File: src/rtl/input_capture.sv
// Purpose: synchronise and debounce a push-button and capture the switch word on each accepted press.
// Latency: a press or release is accepted DEBOUNCE_CYCLES+1 edges after btn_raw first samples the new level.
// Backpressure: none; data_valid is a one-cycle pulse and the consumer must take data_out in that cycle.
module input_capture #(
    parameter int DEBOUNCE_CYCLES = 270000
) (
    input  logic       clk,
    input  logic       rst,
    input  logic       btn_raw,
    input  logic [3:0] sw_in,
    output logic       btn_level,
    output logic [3:0] data_out,
    output logic       data_valid,
    output logic       sel
);

    // A 1-bit counter still covers the smallest legal window (2 samples).
    localparam int CNT_W = (DEBOUNCE_CYCLES > 2) ? $clog2(DEBOUNCE_CYCLES) : 1;
    localparam logic [CNT_W-1:0] CNT_MAX = CNT_W'(DEBOUNCE_CYCLES - 1);

    typedef enum logic [1:0] {
        IDLE,
        PRESS_WAIT,
        PRESSED,
        RELEASE_WAIT
    } state_t;

    logic             btn_s1;
    logic             btn_s2;
    logic [3:0]       sw_s1;
    logic [3:0]       sw_s2;
    state_t           state;
    state_t           state_nxt;
    logic [CNT_W-1:0] cnt;
    logic [CNT_W-1:0] cnt_nxt;
    logic             level_nxt;
    logic             accept;

    // Two-flop synchronisers for the button and every switch bit.
    always_ff @(posedge clk) begin
        if (rst) begin
            btn_s1 <= 1'b0;
            btn_s2 <= 1'b0;
            sw_s1  <= 4'b0000;
            sw_s2  <= 4'b0000;
        end else begin
            btn_s1 <= btn_raw;
            btn_s2 <= btn_s1;
            sw_s1  <= sw_in;
            sw_s2  <= sw_s1;
        end
    end

    // State, counter and registered outputs; the capture and sel toggle only happen on acceptance.
    always_ff @(posedge clk) begin
        if (rst) begin
            state      <= IDLE;
            cnt        <= '0;
            btn_level  <= 1'b0;
            data_out   <= 4'b0000;
            data_valid <= 1'b0;
            sel        <= 1'b0;
        end else begin
            state      <= state_nxt;
            cnt        <= cnt_nxt;
            btn_level  <= level_nxt;
            data_valid <= accept;
            if (accept) begin
                data_out <= sw_s2;
                sel      <= ~sel;
            end
        end
    end

    // Debounce FSM: each wait state counts consecutive samples of the new level and aborts on any reversal.
    always_comb begin
        state_nxt = state;
        cnt_nxt   = cnt;
        level_nxt = btn_level;
        accept    = 1'b0;
        unique case (state)
            IDLE: begin
                if (btn_s2) begin
                    state_nxt = PRESS_WAIT;
                    cnt_nxt   = CNT_W'(1);
                end else begin
                    cnt_nxt = '0;
                end
            end
            PRESS_WAIT: begin
                if (!btn_s2) begin
                    state_nxt = IDLE;
                    cnt_nxt   = '0;
                end else if (cnt == CNT_MAX) begin
                    state_nxt = PRESSED;
                    cnt_nxt   = '0;
                    level_nxt = 1'b1;
                    accept    = 1'b1;
                end else begin
                    cnt_nxt = cnt + CNT_W'(1);
                end
            end
            PRESSED: begin
                if (!btn_s2) begin
                    state_nxt = RELEASE_WAIT;
                    cnt_nxt   = CNT_W'(1);
                end else begin
                    cnt_nxt = '0;
                end
            end
            RELEASE_WAIT: begin
                if (btn_s2) begin
                    state_nxt = PRESSED;
                    cnt_nxt   = '0;
                end else if (cnt == CNT_MAX) begin
                    state_nxt = IDLE;
                    cnt_nxt   = '0;
                    level_nxt = 1'b0;
                end else begin
                    cnt_nxt = cnt + CNT_W'(1);
                end
            end
            default: begin
                state_nxt = IDLE;
                cnt_nxt   = '0;
            end
        endcase
    end

endmodule

File: config.mk
export PLATFORM = sky130hd
export DESIGN_NAME = input_capture
export DESIGN_NICKNAME = d
export VERILOG_FILES = /design/src/rtl/input_capture.sv
export SDC_FILE = /design/constraint.sdc
export NUM_CORES = 1
export LEC_CHECK = 0
export CAP_MARGIN = 20
export CORE_MARGIN = 3
export CORE_UTILIZATION = 25
export CTS_BUF_LIST = sky130_fd_sc_hd__clkbuf_8
export CTS_CLUSTER_DIAMETER = 80
export DETAILED_ROUTE_END_ITERATION = 10
export PLACE_DENSITY_LB_ADDON = 0.05
export SLEW_MARGIN = 10
export SYNTH_ARGS = -nofsm -noshare
export SYNTH_HDL_FRONTEND = slang
export SYNTH_SLANG_ARGS = --single-unit
File: constraint.sdc
create_clock -name clk -period 1.85 [get_ports clk]
set_clock_uncertainty 0.2 [all_clocks]
set_input_delay 0.555 -clock clk [delete_from_list [all_inputs] [get_ports clk]]
set_output_delay 0.555 -clock clk [all_outputs]
set_load 0.02 [all_outputs]
# Yosys cells after proc, flatten, opt, wreduce, memory -nomap -nowiden
# Index checks and enable logic that the tools add are counted.
[word_totals]
ff_bits = 38
in_bits = 7
[classes]
n_addsub = 1
n_eq_ne = 12
mux = 21
bitwise_logic = 1
n_reduce_logical = 4
[ops]
columns = ["operator", "n"]
rows = [
  ["one-hot mux 19 bit (4 select lines)", 1],
  ["two-way mux 19 bit", 3],
  ["adder 19 x 1 -> 19 bit (second input constant)", 1],
  ["equality test 19 bit (second input constant)", 1],
  ["two-way mux 2 bit", 6],
  ["inequality test 2 bit (second input constant)", 6],
  ["two-way mux 1 bit", 9],
  ["one-hot mux 2 bit (4 select lines)", 1],
  ["inequality test 3 bit (second input constant)", 2],
  ["AND reduction 5 bit", 1],
  ["equality test 2 bit (second input constant)", 2],
  ["AND reduction 4 bit", 1],
  ["equality test 2 x 1 -> 1 bit (second input constant)", 1],
  ["zero test 2 bit", 1],
  ["one-hot mux 1 bit (2 select lines)", 1],
  ["nonzero test 2 bit", 1],
  ["NOT 1 bit", 1],
]

# Logic depth before layout (Yosys ltp)
# Gate-level depths: netlist (run 1).
[logic_depth]
ltp_word = 4
depth_mapped = 8
depth_no_buf = 5

# Least setup slack after synthesis (run 1)
# OpenSTA, ideal clock, no wires.
[synth_timing]
path_type = "reg2reg"
startpoint = "reg cnt[0]"
endpoint = "reg cnt[18]"
setup_time_ns = 0.066
arrival_ns = 1.523
slack_ns = 0.061
path_stages_with_launch = 6
period_less_slack_ns = 1.789
path_cell_list = "dfxtp_1 ha_1 and4_1 nand3_4 or4_4 a21oi_2"
[synth_between]
elab_chain_cells = 4
[synth_lines]
columns = ["element", "line_no", "source"]
rows = [
  ["start: declaration", "34", "logic [CNT_W-1:0] cnt;"],
  ["start signal: assignment", "65", "cnt <= cnt_nxt;"],
  ["adder 19 x 1 -> 19 bit / equality test 19 bit (equally long branches)", "--", ""],
  ["two-way mux 19 bit *", "94, 115", ""],
  ["two-way mux 19 bit, on equally long branches", "112, 91", ""],
  ["one-hot mux 19 bit (4 select lines) *", "81", "unique case (state)"],
]
# Mark *: on every way between the ends. The rest lies on a longest branch, timed or not.
# A chain may end at the register's enable or synchronous reset.

# Worst setup path after layout (run 1)
[layout_timing]
startpoint = "reg cnt[0]"
endpoint = "reg cnt[16]"
# The elaborated chain is that of the path after synthesis.

==> results of run 1 <==
==> path summary, 6_finish.rpt <==
check	end	slack (ns)	depth (start not counted)
max reg2reg	cnt[16]	0.07	6
min	sw_s2[3]	0.24	1
max	cnt[16]	0.07	6
min reg2reg	sw_s2[3]	0.24	1
==> logic make-up after synthesis <==
family	Yosys count	share of synthesized area
buffers and inverters	13	0.05684
AND/OR/NAND/NOR	79	0.3049
AO/OA/AOI/OAI	32	0.1098
XOR/XNOR	10	0.05377
adder cells (fa/ha/maj)	1	0.007679
flip-flops	38	0.4670
==> power by group through the flow <==
| stage | combinational (mW) | clock (mW) | sequential (mW) |
|---|---|---|---|
| 6_report | 0.0514 | 0.855 | 0.837 |
| 3_5_place_dp | 0.0544 | 0 | 0.857 |
| 4_1_cts | 0.0522 | 0.890 | 0.838 |
| 2_1_floorplan | 0.0218 | 0 | 0.861 |
| 5_1_grt | 0.0578 | 0.928 | 0.839 |
| 3_3_place_gp | 0.0536 | 0 | 0.857 |
==> synthesized netlist by cell type (2+ instances only) <==
master / n
dfxtp_1: 38
nor2_1: 15
a21oi_1: 13
nand3_1: 13
nor2b_1: 11
o21ai_0: 9
or3_1: 7
xor2_1: 7
and3_1: 6
nand2_1: 6
inv_1: 5
nand4_1: 4
o21ai_1: 4
and4_1: 3
buf_4: 3
clkbuf_1: 3
xnor2_1: 3
buf_12: 2
==> per-layer routing <==
layer	up-vias	wire length [um]	GRT usage
met3	4	88	0.03042
met1	607	1832	0.1401
met5	-	0	0
met2	12	1560	0.1572
li1	668	-	-
met4	0	35	0.03258
==> what timing repair did <==
| action | in CTS | in global routing |
|---|---|---|
| pin swaps | 1 | 1 |
| setup buffers | 0 | 1 |
| endpoints found under the setup margin | 10 | 7 |
| resized for setup | 8 | 6 |
==> cell usage in the layout, fill, tap and decap left out, drive strengths merged, types with 6 or more instances in the layout <==
| cell type | Yosys | routed |
|---|---|---|
| clkdlybuf4s50 | 0 | 6 |
| nand3 | 14 | 14 |
| dlygate4sd2 | 0 | 7 |
| a21oi | 14 | 14 |
| or3 | 7 | 7 |
| and3 | 7 | 7 |
| nor2 | 15 | 15 |
| dfxtp | 38 | 38 |
| nand2 | 6 | 6 |
| xor2 | 7 | 7 |
| buf | 5 | 17 |
| o21ai | 13 | 13 |
| nor2b | 11 | 11 |
==> area by class of cell <==
type / instances / area share
clock buffer: 5 / 0.03319
multi-input combinational: 122 / 0.3784
timing repair buffer: 30 / 0.1322
clock inverter: 3 / 0.03319
tap: 75 / 0.04526
inverter: 5 / 0.009052
sequential: 38 / 0.3687
==> per-stage QoR <==
step	hold slack, ns	setup WS (ns)
2_1_floorplan	0.2138	0.06129
3_3_place_gp	0.2176	-0.01101
3_5_place_dp	0.2278	-0.06891
4_1_cts	0.2488	0.004098
5_1_grt	0.2604	0.003185
6_report	0.2420	0.06941
==> registers in the layout (all words and copies together), names as in the netlist, named ones only <==
register	cells
btn_s1	1
data_out	4
sw_s1	4
btn_level	1
cnt	19
state	1
btn_s2	1
sw_s2	4
data_valid	1
sel	1
==> metrics, run 1 <==
Worst path slowest cell=or3_1; Tightest Pin Transition=~0.27 ns; syn_area_per_cell=~9.4 um2; Post-Syn Area=between 1500 and 2000 um2; Post-synth EDFFs=0; grt ovf=0; I/O pin count=14; Net count, final=210; Top FF cell, synth=dfxtp_1; slowest stage delay, CP=roughly 0.36 ns; drt wl/cell=roughly 13 um; Util after Layout=0.3382; fin crit period=1.781 ns; leakage power=0.7648 nW; post-synth top area cell=dfxtp_1; RR Startpoint=cnt[0]; hold crit path type=flop to flop; Async SR Flop Fraction=0; Placed Cells=269; Reg clk slew, reported paths=about 0.08 ns; Routed Antenna Nets=0; internal power=between 1 and 1.5 mW; antenna cells=0; drt pass-1 iters=3; fin cells=278; switching portion of total power=0.1964; Comb power frac=0.029; Clock Power Share=0.490; Crit. End Element=flop; Tot Pwr=1.744 mW; layout cells sized above 1=0.1921; Total GRT Usage=0.1032; worst-path fanout max=7; HPWL after detailed placement=~2600 um; # clock sinks=38; Bufs and invs on worst path=1; DR DRC count=0; CP Launch Point=cnt[0]; sw power=roughly 340 uW; DR vias=between 1000 and 1500; Multi-input gate area=just under 800 um2; largest net degree at the start of global routing=18; synthesis-stage register bit count=38; Reg area=764.5 um2; Worst Hold Launch=sw_s1[3]; syn nets=between 150 and 200; chip width=86.73 um; DRT Wirelength=3517 um; vias per std cell=4.644; Max Root-Sink Buffers=2; Max Slew Vio Count=0; hold buffer count at cts=0; area share of the largest cell type after synthesis=0.4670; top cells by area, synth=dfxtp_1, nor2b_1, a21oi_1; CTS Buf Count=5; initial antenna violation count=0; vias in the first global route=between 1000 and 1500; FMAX=0.5616 GHz; H-tree depth=2; die area=7521 um2; Required @ worst endpoint=1.87 ns; Final Hold Viols=0; Rows=28; status=finished, final reports clean; core footprint=~6100 um2; Mapped Cells=173; Root Driver=clkbuf_8; Slew HR=0.8169; sequential power share=0.480; Max Cap Viol=0; Crit path max-delay family=simple AND/OR/NAND/NOR gates; Placer Congestion=a little under 0.7; Yosys cell types=39; Seq/Total Area, Yosys=0.4670; IO buf count=13; area grow syn2layout=27.27%; crit path kind=flop to flop; Layout fillers=between 600 and 700; fin crit share=0.9625; Setup TNS=0 ns; yosys warns=0; Worst EP arrival=~1.8 ns; crit path launch type=flop; Clk Latency, worst-skew pair=slightly below 0.3 ns; Post-DP Area=~1900 um2; Design Area, Final=2073 um2; pwr dens=between 800 and 900 nW/um2; TritonCTS clock tree=built; Starting Density=0.2657; critical path cell sequence=ha_2, and4_4, nand3_4, buf_12, or3_1, a21oi_2; global-route wire length before repair=~6200 um; # setup viols final=0; unrepaired setup endpoints after global routing=no; Die Ht=86.73 um; Peak VDD IR=just over 0.4 mV; Iteration-0 DRC Markers=37
No activity file was read; power rests on OpenSTA's default activity.
==> run 2: changes to the inputs <==
- CELL_PAD_IN_SITES_DETAIL_PLACEMENT: unset -> 2
- CELL_PAD_IN_SITES_GLOBAL_PLACEMENT: unset -> 2
- GPL_TIMING_DRIVEN: unset -> 0
- REMOVE_ABC_BUFFERS: unset -> 1
==> run 2 against run 1 <==
Against the previous run: clock power up 3.2%; worst setup slack better by 0.011 ns; core utilization down 0.37 points; total power up 1.1%; non-clock buffer count down 11; count of clock-buffer cells in the layout up 1; wire length up 8.8%; highest routed layer unchanged.
==> metrics, run 2 (synthesis gave the netlist of run 1 again) <==
core footprint=6131 um2 (unchanged); vias in the first global route=1361 (+4.5%); Placer Congestion=0.7187 (+4.3%); IO buf count=13 (unchanged); internal power=1.430 mW (+2.0%); initial antenna violation count=0 (unchanged); # setup viols final=0 (unchanged); area grow syn2layout=25.88%; pwr dens=860.0 nW/um2 (+2.2%); Net count, final=199 (-5.2%); Peak VDD IR=0.3341 mV (-17%); most frequent cells in the layout=dfxtp_1, nor2_1, nand3_1, a21oi_1, nor2b_1; global-route wire length before repair=6568 um (+6.4%); vias per std cell=4.963 (+6.9%); most common cell after layout, fill and taps aside=dfxtp_1; drt pass-1 iters=4 (+1); Final Hold Viols=0 (unchanged); FMAX=0.5652 GHz (+0.64%); H-tree depth=2 (unchanged); Reg clk slew, reported paths=0.08 ns (about the same); Root Driver=clkbuf_8; Routed Antenna Nets=0 (unchanged); grt ovf=0 (unchanged); fin crit period=1.769 ns (-0.01125 ns); layout cells sized above 1=0.2135 (+0.02142); TritonCTS clock tree=built; Total GRT Usage=0.1101 (+0.006911); crit path launch type=flop; Max Root-Sink Buffers=2 (unchanged); hold crit path type=flop to flop; chip width=86.73 um (unchanged); sequential power share=0.474 (-0.006); DR DRC count=0 (unchanged); # clock sinks=38 (unchanged); Tot Pwr=1.764 mW (+1.1%); largest register by flop count=cnt; DRT Wirelength=3827 um (+8.8%); fin worst setup slack=0.08066 ns (+0.01125 ns); largest net degree at the start of global routing=23 (+5); antenna cells=0 (unchanged); Setup TNS=0 ns (unchanged); pre-CTS setup slack=-0.9665 ns (-0.8975 ns); Crit. End Element=flop; Iteration-0 DRC Markers=29 (-22%); sw power=333.9 uW (-2.5%); status=finished, final reports clean; Slew HR=0.6899 (-0.1271); Clk Latency, worst-skew pair=0.29 ns (about the same); Rows=28 (unchanged); Max Cap Viol=0 (unchanged); Max Slew Vio Count=0 (unchanged); Clock Power Share=0.500 (+0.010); switching portion of total power=0.1893 (-0.007053); Starting Density=0.2657 (unchanged); worst-path fanout max=6 (-1); crit path kind=flop to flop; Tightest Pin Transition=0.4652 ns (+0.1913 ns); fin crit share=0.9564 (-0.006081); drt wl/cell=14.33 um (+13%); leakage power=0.6911 nW (-9.6%); HPWL after detailed placement=2693 um (+5.5%); Required @ worst endpoint=1.88 ns (about the same); CTS Buf Count=5 (unchanged); Die Ht=86.73 um (unchanged); I/O pin count=14 (unchanged); Comb power frac=0.027 (-0.002); Worst EP arrival=1.80 ns (about the same); DR vias=1325 (+2.6%); Largest register FFs=19 (unchanged); die area=7521 um2 (unchanged)
## run 2: layout make-up
class | count | area (um2)
Clock buffer | 6 | 82.58
Clock inverter | 2 | 60.06
Fill cell | 682 | 4080
Inverter | 5 | 18.77
Multi-Input combinational cell | 122 | 840.8
Sequential cell | 38 | 774.5
Tap cell | 75 | 93.84
Timing Repair Buffer | 19 | 180.2
## run 2: worst paths after layout
kind            start  endpoint  slack (ns)  cells past startpoint
max            cnt[1]   cnt[14]        0.08                      6
min          sw_s1[0]  sw_s2[0]        0.24                      1
max reg2reg    cnt[1]   cnt[14]        0.08                      6
min reg2reg  sw_s1[0]  sw_s2[0]        0.24                      1
## run 2: per-stage QoR
stage	utilization	hold slack, ns	instance area, um2	instances
floorplan	-	0.2138	1555	165
global placement	0.2902	0.2188	1779	253
detailed placement	0.2902	0.2344	1779	253
CTS	0.3253	0.2533	1994	265
global route	0.3345	0.2698	2051	267
finish	0.3345	0.2449	2051	267
## run 2: critical path, stage by stage (launching register included)
cell and delay (ns):
dfxtp_4 0.37, ha_4 0.14, and4_4 0.25, nand3_4 0.10, buf_12 0.16, or3_4 0.36, a21oi_2 0.13
## run 2: power groups by stage
stage / combinational, mW / clock, mW / sequential [mW]
final: 0.0468 / 0.882 / 0.835
after global routing: 0.0524 / 0.942 / 0.838
after CTS: 0.0478 / 0.904 / 0.838
after detailed placement: 0.0501 / 0 / 0.858
after global placement: 0.0488 / 0 / 0.857
after floorplan: 0.0160 / 0 / 0.861
## run 2: per-layer routing
metal / vias up / GRT usage / part of all wire
met5: - / 0 / 0
met1: 658 / 0.1526 / 0.51
met2: 15 / 0.1641 / 0.44
met3: 4 / 0.03232 / 0.036
met4: 0 / 0.03399 / 0.0086
li1: 648 / - / -
## run 2: what timing repair did
item,in CTS,in global routing
endpoints found under the hold margin,0,0
gates resized for setup,25,11
buffers inserted,4,2
pin swaps,1,4
endpoints found under the setup margin,29,19
hold buffers,0,0
==> run 3: changes to the inputs <==
- MAX_ROUTING_LAYER: unset -> met4
==> run 3 against run 2 <==
Against the previous run: first-iteration DRC count down 31%; combinational power about the same; via count is essentially flat; final cell count did not move; hold slack barely moved; maximum frequency about the same; core utilization unchanged; register-to-register slack about the same; worst setup slack is essentially flat; critical path depth did not move; largest cell class unchanged; largest power group unchanged.
==> metrics, run 3 (synthesis gave the netlist of run 1 again) <==
antenna cells=0 (unchanged); Root Driver=clkbuf_8; largest register by flop count=cnt; Total GRT Usage=0.1144 (+0.004207); # clock sinks=38 (unchanged); Die Ht=86.73 um (unchanged); TritonCTS clock tree=built; FF-to-FF setup slack=0.08 ns (about the same); vias in the first global route=1356 (-0.37%); slowest stage delay, CP=0.37 ns (about the same); fin worst setup slack=0.08103 ns (+0.0003669 ns); Largest register FFs=19 (unchanged); # setup viols final=0 (unchanged); core footprint=6131 um2 (unchanged); Net count, final=199 (unchanged); Design Area, Final=2051 um2 (unchanged); Post-DP Area=1779 um2 (unchanged); Required @ worst endpoint=1.88 ns (about the same); Worst path slowest cell=dfxtp_4; DR vias=1324 (-0.075%); area grow syn2layout=25.88% (unchanged); Max Cap Viol=0 (unchanged); global-route wire length before repair=6596 um (+0.43%); Setup TNS=0 ns (unchanged); Tightest Pin Transition=0.4659 ns (+0.0007012 ns); fin crit period=1.769 ns (-0.0003669 ns); crit path kind=flop to flop; initial antenna violation count=0 (unchanged); DRT Wirelength=3814 um (-0.34%); Layout fillers=682 (unchanged); grt ovf=0 (unchanged); IO buf count=13 (unchanged); I/O pin count=14 (unchanged); Placer Congestion=0.7271 (+1.2%); Starting Density=0.2657 (unchanged); Slew HR=0.6894 (about the same); CTS Buf Count=5 (unchanged); drt pass-1 iters=4 (unchanged); fin crit share=0.9562 (about the same); vias per std cell=4.959 (about the same); Multi-input gate area=840.8 um2 (unchanged); FMAX=0.5653 GHz (about the same); Iteration-0 DRC Markers=20 (-31%); Worst EP arrival=1.80 ns (about the same); Clk Latency, worst-skew pair=0.29 ns (about the same); pre-CTS setup slack=-0.9665 ns (unchanged); Rows=28 (unchanged); DR DRC count=0 (unchanged); chip width=86.73 um (unchanged); layout cells sized above 1=0.2135 (unchanged); hold buffer count at cts=0 (unchanged); Placed Cells=253 (unchanged); Crit. End Element=flop; Final Hold Viols=0 (unchanged); HPWL after detailed placement=2693 um (unchanged); H-tree depth=2 (unchanged); Peak VDD IR=0.3370 mV (+0.87%); Reg area=774.5 um2 (unchanged); hold_ws=0.2448 ns (-0.0001270 ns); fin cells=267 (unchanged); pwr dens=860.8 nW/um2 (about the same); Reg clk slew, reported paths=0.08 ns (about the same); leakage power=0.6911 nW (unchanged); Max Slew Vio Count=0 (unchanged); most frequent cells in the layout=dfxtp_1, nor2_1, nand3_1, a21oi_1, nor2b_1; status=finished, final reports clean; largest net degree at the start of global routing=23 (unchanged); Routed Antenna Nets=0 (unchanged); most common cell after layout, fill and taps aside=dfxtp_1; hold crit path type=flop to flop; worst-path fanout max=6 (unchanged); drt wl/cell=14.28 um (-0.34%); crit path launch type=flop; die area=7521 um2 (unchanged); critical path cell sequence=ha_4, and4_4, nand3_4, buf_12, or3_4, a21oi_2; Max Root-Sink Buffers=2 (unchanged)
-- run 3: cell counts in the layout (fill, tap and decap cells not counted) --
Identical to the previous run, type by type.
-- run 3: worst max-delay path: cells and delay by family, from the launching register on --
kind	cells	cell delay, ns
AND/OR/NAND/NOR	3	0.71
AO/OA/AOI/OAI	1	0.13
adder cells (fa/ha/maj)	1	0.14
flip-flops	1	0.37
buffers and inverters	1	0.16
-- run 3: cell type report --
type                            instances  share of cell area
Multi-Input combinational cell        122              0.4100
Sequential cell                        38              0.3777
Timing Repair Buffer                   19             0.08786
Tap cell                               75             0.04576
Clock buffer                            6             0.04027
Clock inverter                          2             0.02929
Inverter                                5            0.009152
-- run 3: path summary, 6_finish.rpt --
check	startpoint	endpoint	cells after the start
max	cnt[1]	cnt[14]	6
min	sw_s1[0]	sw_s2[0]	1
max reg2reg	cnt[1]	cnt[14]	6
min reg2reg	sw_s1[0]	sw_s2[0]	1
-- run 3: metal layers --
| metal | wire length (um) | global-route usage | vias up |
|---|---|---|---|
| met5 | 0 | - | - |
| met4 | 34 | 0.02550 | 0 |
| met3 | 147 | 0.04373 | 4 |
| met2 | 1679 | 0.1648 | 16 |
| met1 | 1952 | 0.1515 | 656 |
| li1 | - | - | 648 |
-- run 3: power by group --
| group | switching (mW) | total [mW] | internal [mW] |
|---|---|---|---|
| Combinational | 0.0220 | 0.0469 | 0.0249 |
| Clock | 0.308 | 0.883 | 0.575 |
| Sequential | 0.00580 | 0.835 | 0.829 |
-- run 3: metrics by stage --
stage,util,power (mW)
5_1_grt,0.3345,1.839
4_1_cts,0.3253,1.789
3_3_place_gp,0.2902,0.9061
6_report,0.3345,1.765
2_1_floorplan,-,0.8767
3_5_place_dp,0.2902,0.9077
-- run 3: repair_timing --
action | in CTS | in global routing
setup buffers | 4 | 2
gates resized for setup | 25 | 11
setup endpoints to repair | 29 | 19
pin swaps | 1 | 4
